## src/rtl/fetch_decode.sv

```systemverilog
// ============================================================================
//  Module   : fetch_decode
//  Purpose  : RV32I front end. Fetches instruction words over a req/ack
//             handshake, splits them into decoded fields plus PC, and presents
//             each instruction on the registered outputs for exactly one clock.
//             Honours downstream back-pressure (is_busy) and next-PC redirects
//             (get_npc/npc).
//  Ports    : clk, rst                  - clock, synchronous active-high reset
//             imem_req/addr/rdata/ack   - instruction memory handshake
//             is_busy                   - downstream cannot accept an issue
//             get_npc, npc              - redirect strobe and target PC
//             opcode..imm, opc          - decoded instruction (opcode 0 = none)
//  Options  : `define FD_PREFETCH_EN adds a one-word prefetch slot so that a
//             fetch can be in flight while the previous word waits to issue.
//  Revision : 1.0 - initial release
// ============================================================================
`timescale 1ns/1ps
`default_nettype none

module fetch_decode #(
  parameter logic [31:0] RESET_PC = 32'h0000_0000,
  parameter int          XLEN     = 32
) (
  input  logic            clk,
  input  logic            rst,
  output logic            imem_req,
  output logic [XLEN-1:0] imem_addr,
  input  logic [XLEN-1:0] imem_rdata,
  input  logic            imem_ack,
  input  logic            is_busy,
  input  logic            get_npc,
  input  logic [XLEN-1:0] npc,
  output logic [6:0]      opcode,
  output logic [4:0]      rd,
  output logic [2:0]      fun3,
  output logic [4:0]      rs1,
  output logic [4:0]      rs2,
  output logic [6:0]      fun7,
  output logic [31:0]     imm,
  output logic [XLEN-1:0] opc
);

  localparam logic [6:0] c_op_imm    = 7'b0010011;
  localparam logic [6:0] c_op_load   = 7'b0000011;
  localparam logic [6:0] c_op_jalr   = 7'b1100111;
  localparam logic [6:0] c_op_store  = 7'b0100011;
  localparam logic [6:0] c_op_branch = 7'b1100011;
  localparam logic [6:0] c_op_lui    = 7'b0110111;
  localparam logic [6:0] c_op_auipc  = 7'b0010111;
  localparam logic [6:0] c_op_jal    = 7'b1101111;
  localparam logic [6:0] c_op_reg    = 7'b0110011;

  localparam logic [XLEN-1:0] c_pc_step = XLEN'(4);

  // Fetch-side registers shared by both build variants
  logic            req_q,  req_d;
  logic [XLEN-1:0] addr_q, addr_d;
  logic [XLEN-1:0] pc_q,   pc_d;

  // Word and PC presented to the decoder, and the one-cycle issue strobe
  logic [31:0]     w_dec_word;
  logic [XLEN-1:0] w_dec_pc;
  logic            w_issue;

  // Registered outputs
  logic [6:0]      opcode_q, opcode_d;
  logic [4:0]      rd_q,     rd_d;
  logic [2:0]      fun3_q,   fun3_d;
  logic [4:0]      rs1_q,    rs1_d;
  logic [4:0]      rs2_q,    rs2_d;
  logic [6:0]      fun7_q,   fun7_d;
  logic [31:0]     imm_q,    imm_d;
  logic [XLEN-1:0] opc_q,    opc_d;

`ifdef FD_PREFETCH_EN
  // --------------------------------------------------------------------------
  // Prefetch variant: a two-entry word buffer (current + slot) fed by a fetch
  // engine that keeps one request in flight whenever a buffer entry is free.
  // pc_q is the address of the next word to request.
  // --------------------------------------------------------------------------
  logic [31:0]     bw_q [2];
  logic [31:0]     bw_d [2];
  logic [XLEN-1:0] bp_q [2];
  logic [XLEN-1:0] bp_d [2];
  logic [1:0]      cnt_q, cnt_d;
  logic            drain_q, drain_d;
  logic            w_ack;
  logic [1:0]      w_mid;

  assign w_ack      = req_q & imem_ack;
  assign w_issue    = (cnt_q != 2'd0) & ~is_busy & ~get_npc;
  assign w_mid      = cnt_q - {1'b0, w_issue};
  assign w_dec_word = bw_q[0];
  assign w_dec_pc   = bp_q[0];

  always_comb begin
    cnt_d   = cnt_q;
    bw_d    = bw_q;
    bp_d    = bp_q;
    drain_d = drain_q;
    req_d   = req_q;
    addr_d  = addr_q;
    pc_d    = pc_q;
    if (get_npc) begin
      cnt_d = 2'd0;
      pc_d  = npc;
      if (req_q && !imem_ack) begin
        // The in-flight word must still complete; throw it away when it does
        drain_d = 1'b1;
      end else begin
        drain_d = 1'b0;
        req_d   = 1'b1;
        addr_d  = npc;
        pc_d    = npc + c_pc_step;
      end
    end else begin
      if (w_issue) begin
        bw_d[0] = bw_q[1];
        bp_d[0] = bp_q[1];
      end
      // At most one request is outstanding and it was only made with a free
      // entry, so w_mid is 0 or 1 whenever a word lands here.
      if (w_ack && !drain_q) begin
        bw_d[w_mid[0]] = imem_rdata;
        bp_d[w_mid[0]] = addr_q;
      end
      cnt_d = w_mid + {1'b0, w_ack & ~drain_q};
      if (w_ack) begin
        drain_d = 1'b0;
      end
      if (!req_q || w_ack) begin
        if (cnt_d <= 2'd1) begin
          req_d  = 1'b1;
          addr_d = pc_q;
          pc_d   = pc_q + c_pc_step;
        end else begin
          req_d  = 1'b0;
        end
      end
    end
  end

  always_ff @(posedge clk) begin
    if (rst) begin
      req_q   <= 1'b0;
      addr_q  <= RESET_PC;
      pc_q    <= RESET_PC;
      cnt_q   <= 2'd0;
      drain_q <= 1'b0;
      bw_q[0] <= '0;
      bw_q[1] <= '0;
      bp_q[0] <= '0;
      bp_q[1] <= '0;
    end else begin
      req_q   <= req_d;
      addr_q  <= addr_d;
      pc_q    <= pc_d;
      cnt_q   <= cnt_d;
      drain_q <= drain_d;
      bw_q    <= bw_d;
      bp_q    <= bp_d;
    end
  end

`else
  // --------------------------------------------------------------------------
  // Single-outstanding variant: FETCH -> WAIT -> ISSUE, with DRAIN absorbing a
  // fetch that was already in flight when a redirect arrived.
  // --------------------------------------------------------------------------
  localparam logic [1:0] c_st_fetch = 2'd0;
  localparam logic [1:0] c_st_wait  = 2'd1;
  localparam logic [1:0] c_st_issue = 2'd2;
  localparam logic [1:0] c_st_drain = 2'd3;

  logic [1:0]      state_q, state_d;
  logic [31:0]     inst_q, inst_d;
  logic [XLEN-1:0] inst_pc_q, inst_pc_d;
  logic            inst_vld_q, inst_vld_d;

  assign w_issue    = (state_q == c_st_issue) & inst_vld_q & ~is_busy & ~get_npc;
  assign w_dec_word = inst_q;
  assign w_dec_pc   = inst_pc_q;

  // State register
  always_ff @(posedge clk) begin
    if (rst) begin
      state_q <= c_st_fetch;
    end else begin
      state_q <= state_d;
    end
  end

  // Next-state logic. imem_req is registered, so the first FETCH cycle after
  // reset has req low; FETCH only advances once the request is visible. A
  // redirect while that request is visible must drain it, otherwise its ack
  // would later be mistaken for the redirected fetch.
  always_comb begin
    state_d = state_q;
    case (state_q)
      c_st_fetch: begin
        if (get_npc)    state_d = req_q ? c_st_drain : c_st_fetch;
        else if (req_q) state_d = c_st_wait;
      end
      c_st_wait: begin
        if (get_npc)       state_d = imem_ack ? c_st_fetch : c_st_drain;
        else if (imem_ack) state_d = c_st_issue;
      end
      c_st_issue: begin
        if (get_npc || !is_busy) state_d = c_st_fetch;
      end
      default: begin
        if (imem_ack) state_d = c_st_fetch;
      end
    endcase
  end

  // Fetch datapath and instruction latch
  always_comb begin
    pc_d       = pc_q;
    addr_d     = addr_q;
    req_d      = (state_d != c_st_issue);
    inst_d     = inst_q;
    inst_pc_d  = inst_pc_q;
    inst_vld_d = inst_vld_q;
    if (get_npc) begin
      pc_d       = npc;
      inst_vld_d = 1'b0;
    end else begin
      if ((state_q == c_st_wait) && imem_ack) begin
        inst_d     = imem_rdata;
        inst_pc_d  = pc_q;
        inst_vld_d = 1'b1;
      end
      if (w_issue) begin
        pc_d       = pc_q + c_pc_step;
        inst_vld_d = 1'b0;
      end
    end
    // A new request address is only taken on entry to FETCH; it then stays
    // stable until the matching ack.
    if (state_d == c_st_fetch) begin
      addr_d = pc_d;
    end
  end

  always_ff @(posedge clk) begin
    if (rst) begin
      req_q      <= 1'b0;
      addr_q     <= RESET_PC;
      pc_q       <= RESET_PC;
      inst_q     <= '0;
      inst_pc_q  <= '0;
      inst_vld_q <= 1'b0;
    end else begin
      req_q      <= req_d;
      addr_q     <= addr_d;
      pc_q       <= pc_d;
      inst_q     <= inst_d;
      inst_pc_q  <= inst_pc_d;
      inst_vld_q <= inst_vld_d;
    end
  end
`endif

  // --------------------------------------------------------------------------
  // Field decode of the word waiting to issue
  // --------------------------------------------------------------------------
  logic [6:0]  w_op;
  logic [2:0]  w_f3;
  logic [31:0] w_imm;
  logic [6:0]  w_f7;

  assign w_op = w_dec_word[6:0];
  assign w_f3 = w_dec_word[14:12];

  always_comb begin
    w_imm = 32'h0;
    case (w_op)
      c_op_imm, c_op_load, c_op_jalr:
        w_imm = {{20{w_dec_word[31]}}, w_dec_word[31:20]};
      c_op_store:
        w_imm = {{20{w_dec_word[31]}}, w_dec_word[31:25], w_dec_word[11:7]};
      c_op_branch:
        w_imm = {{19{w_dec_word[31]}}, w_dec_word[31], w_dec_word[7],
                 w_dec_word[30:25], w_dec_word[11:8], 1'b0};
      c_op_lui, c_op_auipc:
        w_imm = {w_dec_word[31:12], 12'h0};
      c_op_jal:
        w_imm = {{11{w_dec_word[31]}}, w_dec_word[31], w_dec_word[19:12],
                 w_dec_word[20], w_dec_word[30:21], 1'b0};
      default:
        w_imm = 32'h0;
    endcase
  end

  // fun7 is only meaningful for R-type and immediate shifts; zero it elsewhere
  // so an I-type immediate with bit 30 set never looks like SUB/SRA.
  always_comb begin
    w_f7 = 7'h0;
    if ((w_op == c_op_reg) ||
        ((w_op == c_op_imm) && ((w_f3 == 3'b001) || (w_f3 == 3'b101)))) begin
      w_f7 = w_dec_word[31:25];
    end
  end

  // Output logic: opcode returns to zero in every non-issue cycle, the other
  // fields keep their last values.
  always_comb begin
    opcode_d = 7'h0;
    rd_d     = rd_q;
    fun3_d   = fun3_q;
    rs1_d    = rs1_q;
    rs2_d    = rs2_q;
    fun7_d   = fun7_q;
    imm_d    = imm_q;
    opc_d    = opc_q;
    if (w_issue) begin
      opcode_d = w_op;
      rd_d     = w_dec_word[11:7];
      fun3_d   = w_f3;
      rs1_d    = w_dec_word[19:15];
      rs2_d    = w_dec_word[24:20];
      fun7_d   = w_f7;
      imm_d    = w_imm;
      opc_d    = w_dec_pc;
    end
  end

  always_ff @(posedge clk) begin
    if (rst) begin
      opcode_q <= 7'h0;
      rd_q     <= 5'h0;
      fun3_q   <= 3'h0;
      rs1_q    <= 5'h0;
      rs2_q    <= 5'h0;
      fun7_q   <= 7'h0;
      imm_q    <= 32'h0;
      opc_q    <= '0;
    end else begin
      opcode_q <= opcode_d;
      rd_q     <= rd_d;
      fun3_q   <= fun3_d;
      rs1_q    <= rs1_d;
      rs2_q    <= rs2_d;
      fun7_q   <= fun7_d;
      imm_q    <= imm_d;
      opc_q    <= opc_d;
    end
  end

  assign imem_req  = req_q;
  assign imem_addr = addr_q;
  assign opcode    = opcode_q;
  assign rd        = rd_q;
  assign fun3      = fun3_q;
  assign rs1       = rs1_q;
  assign rs2       = rs2_q;
  assign fun7      = fun7_q;
  assign imm       = imm_q;
  assign opc       = opc_q;

endmodule

`default_nettype wire
```

## config.mk

```make
export PLATFORM = sky130hd
export DESIGN_NAME = fetch_decode
export DESIGN_NICKNAME = d
export VERILOG_FILES = /design/src/rtl/fetch_decode.sv
export SDC_FILE = /design/constraint.sdc
export NUM_CORES = 1
export LEC_CHECK = 0
export ABC_CLOCK_PERIOD_IN_PS = 2000
export BUFFER_PORTS_ARGS = -buffer_cell sky130_fd_sc_hd__buf_2
export CORE_UTILIZATION = 49
export DETAILED_ROUTE_END_ITERATION = 10
export PLACE_DENSITY = 0.82
export SYNTH_ARGS = -nofsm -noshare
export SYNTH_HDL_FRONTEND = slang
export SYNTH_SLANG_ARGS = --single-unit
```

## constraint.sdc

```tcl
create_clock -name clk -period 2 [get_ports clk]
set_input_delay 0.3 -clock clk [delete_from_list [all_inputs] [get_ports clk]]
set_output_delay 0.3 -clock clk [all_outputs]
set_load 0.01 [all_outputs]
```

==> reports/results.txt, run 1 <==
Layout Utilization -> 64.7%
reg2reg start -> pc_q[12]$_SDFF_PP0_
crit path max fanout -> 4
share of the synthesized area in the top cell type -> 51.2%
peak supply drop -> 586 uV
Placer Congestion -> 0.941
Clk Tree Root Cell -> clkbuf_16
row count -> 48
Initial Utilization -> 50.8%
largest net degree at the start of global routing -> 97
Cell Chain, Critical Path -> nand4_1, or4_4, o31ai_2, or3b_4, a31o_1
Mapped Cells -> 1094
CP startpoint -> pc_q[12]$_SDFF_PP0_
hold path startpoint -> imem_rdata[26]
Final Cycle Share -> 98.7%
final wirelength -> 26200 um
Seq/Total Area, Yosys -> 51.2%
Die ar. -> 18700 um^2
arrival time of the worst setup path -> 2.38 ns
number of fill cells in the layout -> 1537
post-synth net total -> 1164
Post-route DRC -> 0
first-pass GRT wire length -> 40500 um
fin area -> 11300 um^2
I/O Buffers -> 197
final worst slack -> 0.0263 ns
element type at the critical path end -> flip-flop
CP startpoint kind -> flip-flop
Setup CP Type -> reg2reg
Distinct cells, synth -> 61
final hold violations -> 0
commonest non-fill, non-tap cell in the layout -> nand2_1
Routed Antenna Nets -> 0
DP Wirelength -> 17800 um
fmax -> 0.507 GHz
Synth Cell Area -> 8910 um^2
Worst-path clk slew -> 0.06 ns
Synth area leader -> dfxtp_1
Max Slew Vio Count -> 0
FF+latch count, synth -> 228
commonest non-fill, non-tap cells in the layout -> nand2_1, dfxtp_1, buf_2
top cells by area, synth -> dfxtp_1, nand2_1, a21oi_1
Starting DRT DRC Count -> 684
vias in the first global route -> 7900
clk sinks -> 228
skew final -> 0.00807 ns
core region area -> 17500 um^2
layout cells sized above 1 -> 26.4%
via-per-instance ratio -> 5.65
I/O Pins -> 198
max-cap violation count -> 0
DR pass1 iterations -> 5
YS warnings -> 0
WL per Instance -> 16.9 um
insertion delay to the later sink of the worst-skew pair -> 0.51 ns
Rel. slew slack -> 42.1%
CTS buffer count -> 23
Nets -> 1381
Pwr Density -> 886 nW/um^2
async set-reset flop share out of synthesis -> 0%
Avg Cell Area, Syn -> 8.15 um^2
leakage power -> 4.65 nW
vias -> 8779
initial antenna violation count -> 2
Bufs on Longest Clock Path -> 3
final setup fails -> 0
H-tree level count -> 1
CP peak stage delay -> 0.49 ns
outcome -> finished clean
Post-CTS Hold Buffers -> 0
Die Span X -> 137 um
min cycle time layout -> 1.97 ns
die height -> 137 um
All-Layer GR Usage -> 27.5%
CTS tree -> done
worst slew pin tran -> 0.869 ns
CP max-delay cell -> or4_4
EDFF count, synth -> 0
ys flop type -> dfxtp_1
worst slack, placed -> -0.105 ns
WP data required -> 2.40 ns
placed cell area -> 10500 um^2
area grow syn2layout -> 27.3%
min-delay worst type -> in2reg
grt ovf -> 0
[path summary, 6_finish.rpt]
| path | cells after the start | slack, ns | endpoint |
|---|---|---|---|
| worst min register to register | 2 | 0.45 | imm[25]$_SDFFE_PP0N_ |
| worst max-delay path | 5 | 0.03 | imem_addr[19]$_SDFFE_PP0N_ |
| worst max register to register | 5 | 0.03 | imem_addr[19]$_SDFFE_PP0N_ |
| worst min-delay path | 3 | 0.03 | inst_q[26]$_SDFFE_PP0P_ |
[worst max-delay path, delay by kind of cell (launching register included)]
kind | cells | cell delay [ns]
and+or+nand+nor | 3 | 1.04
DFF | 1 | 0.39
AOI/OAI and AO/OA | 2 | 0.44
[metrics by stage]
| step | power, mW | hold slack, ns | TNS (ns) | instances |
|---|---|---|---|---|
| after floorplan | 5.37 | 0.430 | 0 | 1094 |
| after global placement | 5.77 | 0.437 | -0.113 | 1507 |
| after detailed placement | 5.79 | 0.439 | -0.255 | 1507 |
| after CTS | 10.1 | 0.0178 | 0 | 1549 |
| after global routing | 10.4 | 0.0256 | -0.0303 | 1555 |
| final | 10.0 | 0.0277 | 0 | 1555 |
[metal layers]
| layer | GRT usage [%] | vias to the layer above | wire length (um) |
|---|---|---|---|
| met3 | 3.59 | 66 | 2290 |
| met4 | 11.8 | 0 | 934 |
| met5 | 0 | - | 0 |
| met2 | 40.9 | 404 | 11600 |
| met1 | 39.7 | 4094 | 11500 |
| li1 | - | 4215 | - |
[report_power, final]
group | leakage, nW | internal (mW) | total, mW | switching, mW
registers | 1.85 | 4.70 | 4.81 | 0.114
clock network | 0.381 | 2.53 | 4.32 | 1.79
logic | 2.42 | 0.370 | 0.916 | 0.546
[area by class of cell]
type	count	area (um^2)	share of cell area, %
Sequential cell	228	4570	40.3
Multi-Input combinational cell	776	4070	35.9
Timing Repair Buffer	272	1610	14.2
Clock buffer	30	642	5.66
Tap cell	225	282	2.48
Clock inverter	12	120	1.06
Inverter	10	37.5	0.331
Antenna cell	2	5.00	0.0441
[synthesized netlist by cell type (5+ instances only)]
cell type	number
a31o_2	6
a221oi_1	6
nand3b_1	5
a211oi_1	5
o22ai_1	8
nor2_1	58
clkbuf_1	70
buf_1	5
nor4_1	7
and3_1	14
nand2_1	291
a21oi_1	157
nand3_1	20
o21a_1	10
mux2i_1	9
xnor2_1	7
inv_1	9
nor3_1	31
o21ai_0	29
nand2b_1	7
dfxtp_1	228
and2_1	7
a22oi_1	13
o41ai_1	7
nand4_1	13
[cell families (layout without fill, tap and decap cells)]
group / after synthesis / in the layout / share of synthesized area (%)
adders and majority gates: 1 / 1 / 0.140
xor gates and xnor gates: 11 / 11 / 1.08
and+or+nand+nor: 482 / 482 / 24.4
muxes: 9 / 9 / 1.01
AOI/OAI and AO/OA: 273 / 273 / 18.3
DFF: 228 / 228 / 51.2
other: 0 / 2 / 0
buffers and inverters: 90 / 324 / 3.89
[sequential cells by signal, indices dropped and copies added (netlist names)]
name	count
fun7	7
pc_q	32
rs1	5
opc	32
rd	5
inst_q	32
fun3	3
inst_pc_q	32
opcode	7
imem_req	1
imm	32
imem_addr	32
rs2	5
inst_vld_q	1
state_q	2
[repair_timing]
action	in CTS	in global routing
buffers inserted	0	4
resized for setup	0	16
setup endpoints to repair	0	30
Power figures use the tool's default switching activity.
==> run 2: changes to the inputs <==
- CORE_MARGIN: default -> 10
==> run 2 against run 1 <==
  * The run now ends with setup timing left
  * Register-to-register slack got worse by 0.03 ns
  * Sequential cell count stayed put
  * Clock skew increased by 0.0057 ns
  * Sequential power hardly changed
  * Sequential share of layout area decreased by 0.72 points
  * Non-clock buffer count rose by 14
  * Largest power group unchanged
  * Hold slack got worse by 0.0046 ns
==> reports/results.txt, run 2 (synthesis gave the netlist of run 1 again) <==
skew final -> 0.0138 ns (+0.00571 ns)
fmax -> 0.500 GHz (-1.4%)
Placer Congestion -> 0.931 (-1.1%)
Min Hold Slack -> 0.0231 ns (-0.00458 ns)
Pint -> 7.73 mW (+1.7%)
Bufs on Longest Clock Path -> 3 (unchanged)
DR pass1 iterations -> 5 (unchanged)
final setup fails -> 1 (+1)
grt ovf -> 0 (unchanged)
Clk Tree Root Cell -> clkbuf_16
I/O Buffers -> 197 (unchanged)
outcome -> complete, but fails checks
CP max-delay cell -> dfxtp_1
H-tree level count -> 1 (unchanged)
commonest non-fill, non-tap cells in the layout -> nand2_1, dfxtp_1, buf_2
RSZ-0062 raised after global routing -> yes
setup_tns -> -0.000705 ns (-0.000705 ns)
number of fill cells in the layout -> 1513 (-1.6%)
max-cap violation count -> 0 (unchanged)
Initial Utilization -> 49.8% (-1.0 points)
DP Wirelength -> 20300 um (+14%)
core region area -> 17900 um^2 (+2.1%)
Die Span X -> 155 um (+13%)
element type at the critical path end -> flip-flop
area grow syn2layout -> 29.7%
Worst path most repeated cell -> buf_4
placed cell area -> 10600 um^2 (+0.81%)
hold path startpoint -> imem_rdata[21]
CTS buffer count -> 24 (+4.3%)
I/O Pins -> 198 (unchanged)
leakage power -> 4.75 nW (+2.0%)
reg2reg start -> state_q[1]$_SDFF_PP0_
Sw Share -> 24.1% (-0.25 points)
clk sinks -> 228 (unchanged)
Post-route DRC -> 0 (unchanged)
min cycle time layout -> 2.00 ns (+0.0270 ns)
final hold violations -> 0 (unchanged)
CP peak stage delay -> 0.41 ns (-0.08 ns)
initial antenna violation count -> 2 (unchanged)
via-per-instance ratio -> 5.63 (-0.32%)
Seq pwr share -> 47.3% (-0.6 points)
Nets -> 1396 (+1.1%)
Max Slew Vio Count -> 0 (unchanged)
All-Layer GR Usage -> 22.3% (-5.1 points)
final wirelength -> 28500 um (+8.6%)
arrival time of the worst setup path -> 2.40 ns (+0.02 ns)
Setup CP Type -> reg2reg
worst slew pin tran -> 0.425 ns (-0.443 ns)
commonest non-fill, non-tap cell in the layout -> nand2_1
final worst slack -> -0.000705 ns (-0.0270 ns)
insertion delay to the later sink of the worst-skew pair -> 0.52 ns (about the same)
combinational share of power -> 9.4% (+0.3 points)
vias -> 8847 (+0.77%)
failing checks -> setup timing
switching power -> 2.46 mW (+0.39%)
Final Cycle Share -> 100% (+1.4 points)
Pwr Density -> 882 nW/um^2 (-0.46%)
WL per Instance -> 18.1 um (+7.4%)
CP startpoint kind -> flip-flop
Rel. slew slack -> 71.6% (+30 points)
crit path max fanout -> 6 (+2)
row count -> 49 (+2.1%)
Routed Antenna Nets -> 0 (unchanged)
CTS tree -> done
WP data required -> 2.40 ns (about the same)
Starting DRT DRC Count -> 801 (+17%)
fin area -> 11600 um^2 (+1.9%)
peak supply drop -> 633 uV (+8.1%)
Die ar. -> 24000 um^2 (+28%)
CP startpoint -> state_q[1]$_SDFF_PP0_
Cell Chain, Critical Path -> nand4bb_4, buf_4, nor4_2, buf_4, nand4_1, xnor2_2, a221o_1
dpl cells -> 1520 (+0.86%)
total power -> 10.2 mW (+1.4%)
largest net degree at the start of global routing -> 71 (-27%)
min-delay worst type -> in2reg
first-pass GRT wire length -> 44800 um (+11%)
Clk pwr share -> 43.3% (+0.3 points)
die height -> 155 um (+13%)
Worst-path clk slew -> 0.06 ns (about the same)
final std cells w/o fill -> 1572 (+1.1%)
layout cells sized above 1 -> 27.6% (+1.2 points)
vias in the first global route -> 8441 (+6.8%)
run 2: path summary, 6_finish.rpt:
kind / end / slack (ns) / depth (start not counted)
worst min-delay path: inst_q[21]$_SDFFE_PP0P_ / 0.02 / 3
worst max register to register: imem_addr[30]$_SDFFE_PP0N_ / -0.0007 / 7
worst min register to register: opc[27]$_SDFFE_PP0N_ / 0.45 / 2
worst max-delay path: imem_addr[30]$_SDFFE_PP0N_ / -0.0007 / 7
run 2: area by class of cell:
type / count / area (um^2) / area share, %
Antenna cell: 1 / 2.50 / 0.0217
Clock buffer: 39 / 738 / 6.39
Clock inverter: 3 / 43.8 / 0.379
Inverter: 10 / 37.5 / 0.325
Multi-Input combinational cell: 776 / 4140 / 35.8
Sequential cell: 228 / 4580 / 39.6
Tap cell: 229 / 287 / 2.48
Timing Repair Buffer: 286 / 1740 / 15.0
run 2: repair_timing:
item | in CTS | in global routing
endpoints found under the hold margin | 0 | 0
resized for setup | 3 | 29
buffers inserted | 0 | 9
pin swaps | 1 | 8
hold buffers | 0 | 0
setup endpoints to repair | 3 | 18
run 2: layer usage:
metal  vias up  part of all wire (%)  global-route usage (%)
li1       4235                     -                       -
met1      4161                    44                    31.2
met2       398                    45                    33.7
met3        53                   7.8                    4.11
met4         0                   3.0                    7.78
met5         -                     0                       0
run 2: through the flow:
step | util, % | worst slack [ns]
final | 64.6 | -0.000705
after global routing | 64.6 | -0.116
after CTS | 63.5 | 0.0132
after detailed placement | 59.1 | -0.103
after global placement | 59.1 | -0.00813
after floorplan | - | 0.0140
run 2: worst max-delay path, delay by kind of cell, from the launching register on:
family,cells,cell delay [ns]
AOI/OAI and AO/OA,1,0.33
xor gates and xnor gates,1,0.19
buffers and inverters,2,0.36
DFF,1,0.41
and+or+nand+nor,3,0.59
run 2: power groups by stage:
stage | sequential [mW] | combinational, mW | clock, mW
2_1_floorplan | 4.93 | 0.444 | 0
3_3_place_gp | 4.90 | 0.906 | 0
3_5_place_dp | 4.90 | 0.918 | 0
4_1_cts | 4.81 | 0.926 | 4.45
5_1_grt | 4.83 | 1.04 | 4.64
6_report | 4.82 | 0.956 | 4.42
==> run 3: changes to the inputs <==
- ABC_AREA: default -> 1
==> run 3 against run 2 <==
  * Clock-buffer cell count decreased by 7
  * Area after synthesis up 3.2%
  * Utilization down 4.2 points
  * Total power increased by 1.3%
  * Die area increased by 2.8%
  * Synthesized cell count increased by 13%
  * The flow now finishes without violations
  * Setup slack better by 0.17 ns
  * Critical path type unchanged
  * Final area shrank 3.0%
  * Sequential cell count did not move
  * Clock power up 1%
==> reports/results.txt, run 3 <==
crit path max fanout -> 8 (+2)
min cycle time layout -> 1.83 ns (-0.174 ns)
Pwr Density -> 921 nW/um^2 (+4.4%)
Max Slew Vio Count -> 0 (unchanged)
cell family with most CP delay -> simple AND/OR/NAND/NOR gates
largest net degree at the start of global routing -> 112 (+58%)
WP data required -> 2.41 ns (about the same)
total power -> 10.3 mW (+1.3%)
EDFF count, synth -> 0 (unchanged)
Avg Cell Area, Syn -> 7.45 um^2 (-8.5%)
Post-route DRC -> 0 (unchanged)
Worst-path clk slew -> 0.06 ns (about the same)
final std cells w/o fill -> 1654 (+5.2%)
FF+latch count, synth -> 228 (unchanged)
post-synth net total -> 1304 (+12%)
DP Wirelength -> 18600 um (-8.2%)
Cell Chain, Critical Path -> inv_1, nor2_4, nand3_4, buf_4, nor2_2, nand2_1, nor2_1, nand3_1, nand3_1, nand3_1, nand2_1, inv_1
DR pass1 iterations -> 7 (+2)
crit path buf inv count -> 3 (+1)
insertion delay to the later sink of the worst-skew pair -> 0.52 ns (about the same)
CTS tree -> done
ys flop type -> dfxtp_1
Min Hold Slack -> 0.0563 ns (+0.0332 ns)
most numerous cell in the Yosys netlist -> nand2_1
leakage power -> 4.92 nW (+3.6%)
final hold violations -> 0 (unchanged)
commonest cells in the netlist -> nand2_1, dfxtp_1, a21oi_1
element type at the critical path end -> flip-flop
CP peak stage delay -> 0.35 ns (-0.06 ns)
I/O Buffers -> 197 (unchanged)
Clk Tree Root Cell -> clkbuf_16
Die ar. -> 24600 um^2 (+2.8%)
Initial Utilization -> 49.5% (-0.28 points)
clk sinks -> 228 (unchanged)
All-Layer GR Usage -> 20.7% (-1.6 points)
fmax -> 0.548 GHz (+9.6%)
via-per-instance ratio -> 5.30 (-5.9%)
share of the synthesized area in the top cell type -> 49.6% (-1.6 points)
final setup fails -> 0 (-1)
worst slew pin tran -> 0.633 ns (+0.208 ns)
CP max-delay cell -> dfxtp_1
commonest non-fill, non-tap cell in the layout -> nand2_1
Placer Congestion -> 0.926 (-0.49%)
CTS buffer count -> 24 (unchanged)
setup_tns -> 0 ns (+0.000705 ns)
min-delay worst type -> in2reg
I/O Pins -> 198 (unchanged)
YS warnings -> 0 (unchanged)
vias in the first global route -> 8251 (-2.3%)
Setup CP Type -> reg2reg
Die Span X -> 157 um (+1.4%)
row count -> 50 (+2.0%)
Mapped Cells -> 1234 (+13%)
commonest non-fill, non-tap cells in the layout -> nand2_1, dfxtp_1, buf_2
core region area -> 18600 um^2 (+3.8%)
WL per Instance -> 16.3 um (-10%)
Distinct cells, synth -> 41 (-33%)
layout cells sized above 1 -> 20.3% (-7.3 points)
die height -> 157 um (+1.4%)
max-cap violation count -> 0 (unchanged)
arrival time of the worst setup path -> 2.24 ns (-0.16 ns)
dpl cells -> 1608 (+5.8%)
H-tree level count -> 1 (unchanged)
number of fill cells in the layout -> 1658 (+9.6%)
outcome -> finished clean
final wirelength -> 26900 um (-5.5%)
CP startpoint kind -> flip-flop
Bufs on Longest Clock Path -> 3 (unchanged)
top cells by area, synth -> dfxtp_1, nand2_1, a21oi_1
Synth area leader -> dfxtp_1
Synth Cell Area -> 9200 um^2 (+3.2%)
grt ovf -> 0 (unchanged)
skew final -> 0.0179 ns (+0.00409 ns)
first-pass GRT wire length -> 42200 um (-5.8%)
Starting DRT DRC Count -> 772 (-3.6%)
Rel. slew slack -> 57.8% (-14 points)
Worst path most repeated cell -> nand3_1
Final Cycle Share -> 91.3% (-8.7 points)
peak supply drop -> 756 uV (+19%)
Routed Antenna Nets -> 0 (unchanged)
initial antenna violation count -> 0 (-2)
area grow syn2layout -> 21.9%
Nets -> 1473 (+5.5%)
n_diodes -> 0 (-1)
async set-reset flop share out of synthesis -> 0% (unchanged)
Seq/Total Area, Yosys -> 49.6% (-1.6 points)
vias -> 8763 (-0.95%)
RSZ-0062 raised after global routing -> no
[run 3: changes by cell type after synthesis, moves of 14 or more]
cell and change:
nor2_1 +43, buf_2 +16, inv_1 +91, nor3_1 -26
and3_1 -14, clkbuf_1 -32, o21ai_0 +82, nand3_1 +52
[run 3: final cells by class]
type	instances	area (um^2)	area share (%)
clock buffers	32	691	6.16
clock inverters	11	125	1.12
inverters	104	397	3.54
multi-input cells	829	3920	34.9
flip-flops and latches	228	4570	40.7
well taps	234	293	2.61
repair buffers	216	1220	10.9
[run 3: power by group]
part / leakage [nW] / total, mW / switching, mW / internal, mW
Clock: 0.401 / 4.48 / 1.79 / 2.69
Sequential: 1.85 / 4.89 / 0.144 / 4.75
Combinational: 2.66 / 0.945 / 0.584 / 0.362
[run 3: kinds of logic (layout without fill, tap and decap cells)]
kind of cell    count (synthesis)  after routing  synth area share, %
flops                         228            228                 49.6
mux                             4              4                0.435
fa+ha+maj                       1              1                0.136
compound gates                311            311                 17.8
simple gates                  506            506                 23.0
xor+xnor                        7              7                0.667
buf+inv                       177            363                 8.26
[run 3: what timing repair did]
| item | CTS | global route |
|---|---|---|
| resized for setup | 0 | 11 |
| endpoints found under the hold margin | 0 | 0 |
| endpoints found under the setup margin | 0 | 26 |
| buffers inserted | 0 | 2 |
| hold buffers | 0 | 0 |
[run 3: worst paths after layout]
check                             startpoint                         end  slack [ns]  cells past startpoint
setup reg to reg       state_q[1]$_SDFF_PP0_  imem_addr[27]$_SDFFE_PP0N_        0.17                     12
hold / removal                        npc[1]          pc_q[1]$_SDFF_PP0_        0.06                      3
hold reg to reg   inst_pc_q[21]$_SDFFE_PP0P_        opc[21]$_SDFFE_PP0N_        0.46                      2
setup / recovery       state_q[1]$_SDFF_PP0_  imem_addr[27]$_SDFFE_PP0N_        0.17                     12
[run 3: metal layers]
layer  global-route usage (%)  vias to the layer above  wire [um]
li1                         -                     4358          -
met1                     28.0                     4024      11900
met2                     32.5                      336      12000
met3                     4.07                       45       2380
met4                     6.56                        0        689
met5                        0                        -          0
[run 3: tightest hold or removal path, stage by stage]
cell and delay, ns:
buf_2 0.08, mux2i_1 0.07, nor2_1 0.08
[run 3: through the flow]
step,cell area [um^2],setup slack (ns),util [%]
6_report,11200,0.174,60.3
5_1_grt,11200,0.00529,60.3
4_1_cts,11100,0.0882,59.9
3_5_place_dp,10300,0.0834,55.5
3_3_place_gp,10300,0.138,55.5
2_1_floorplan,9200,0.404,-
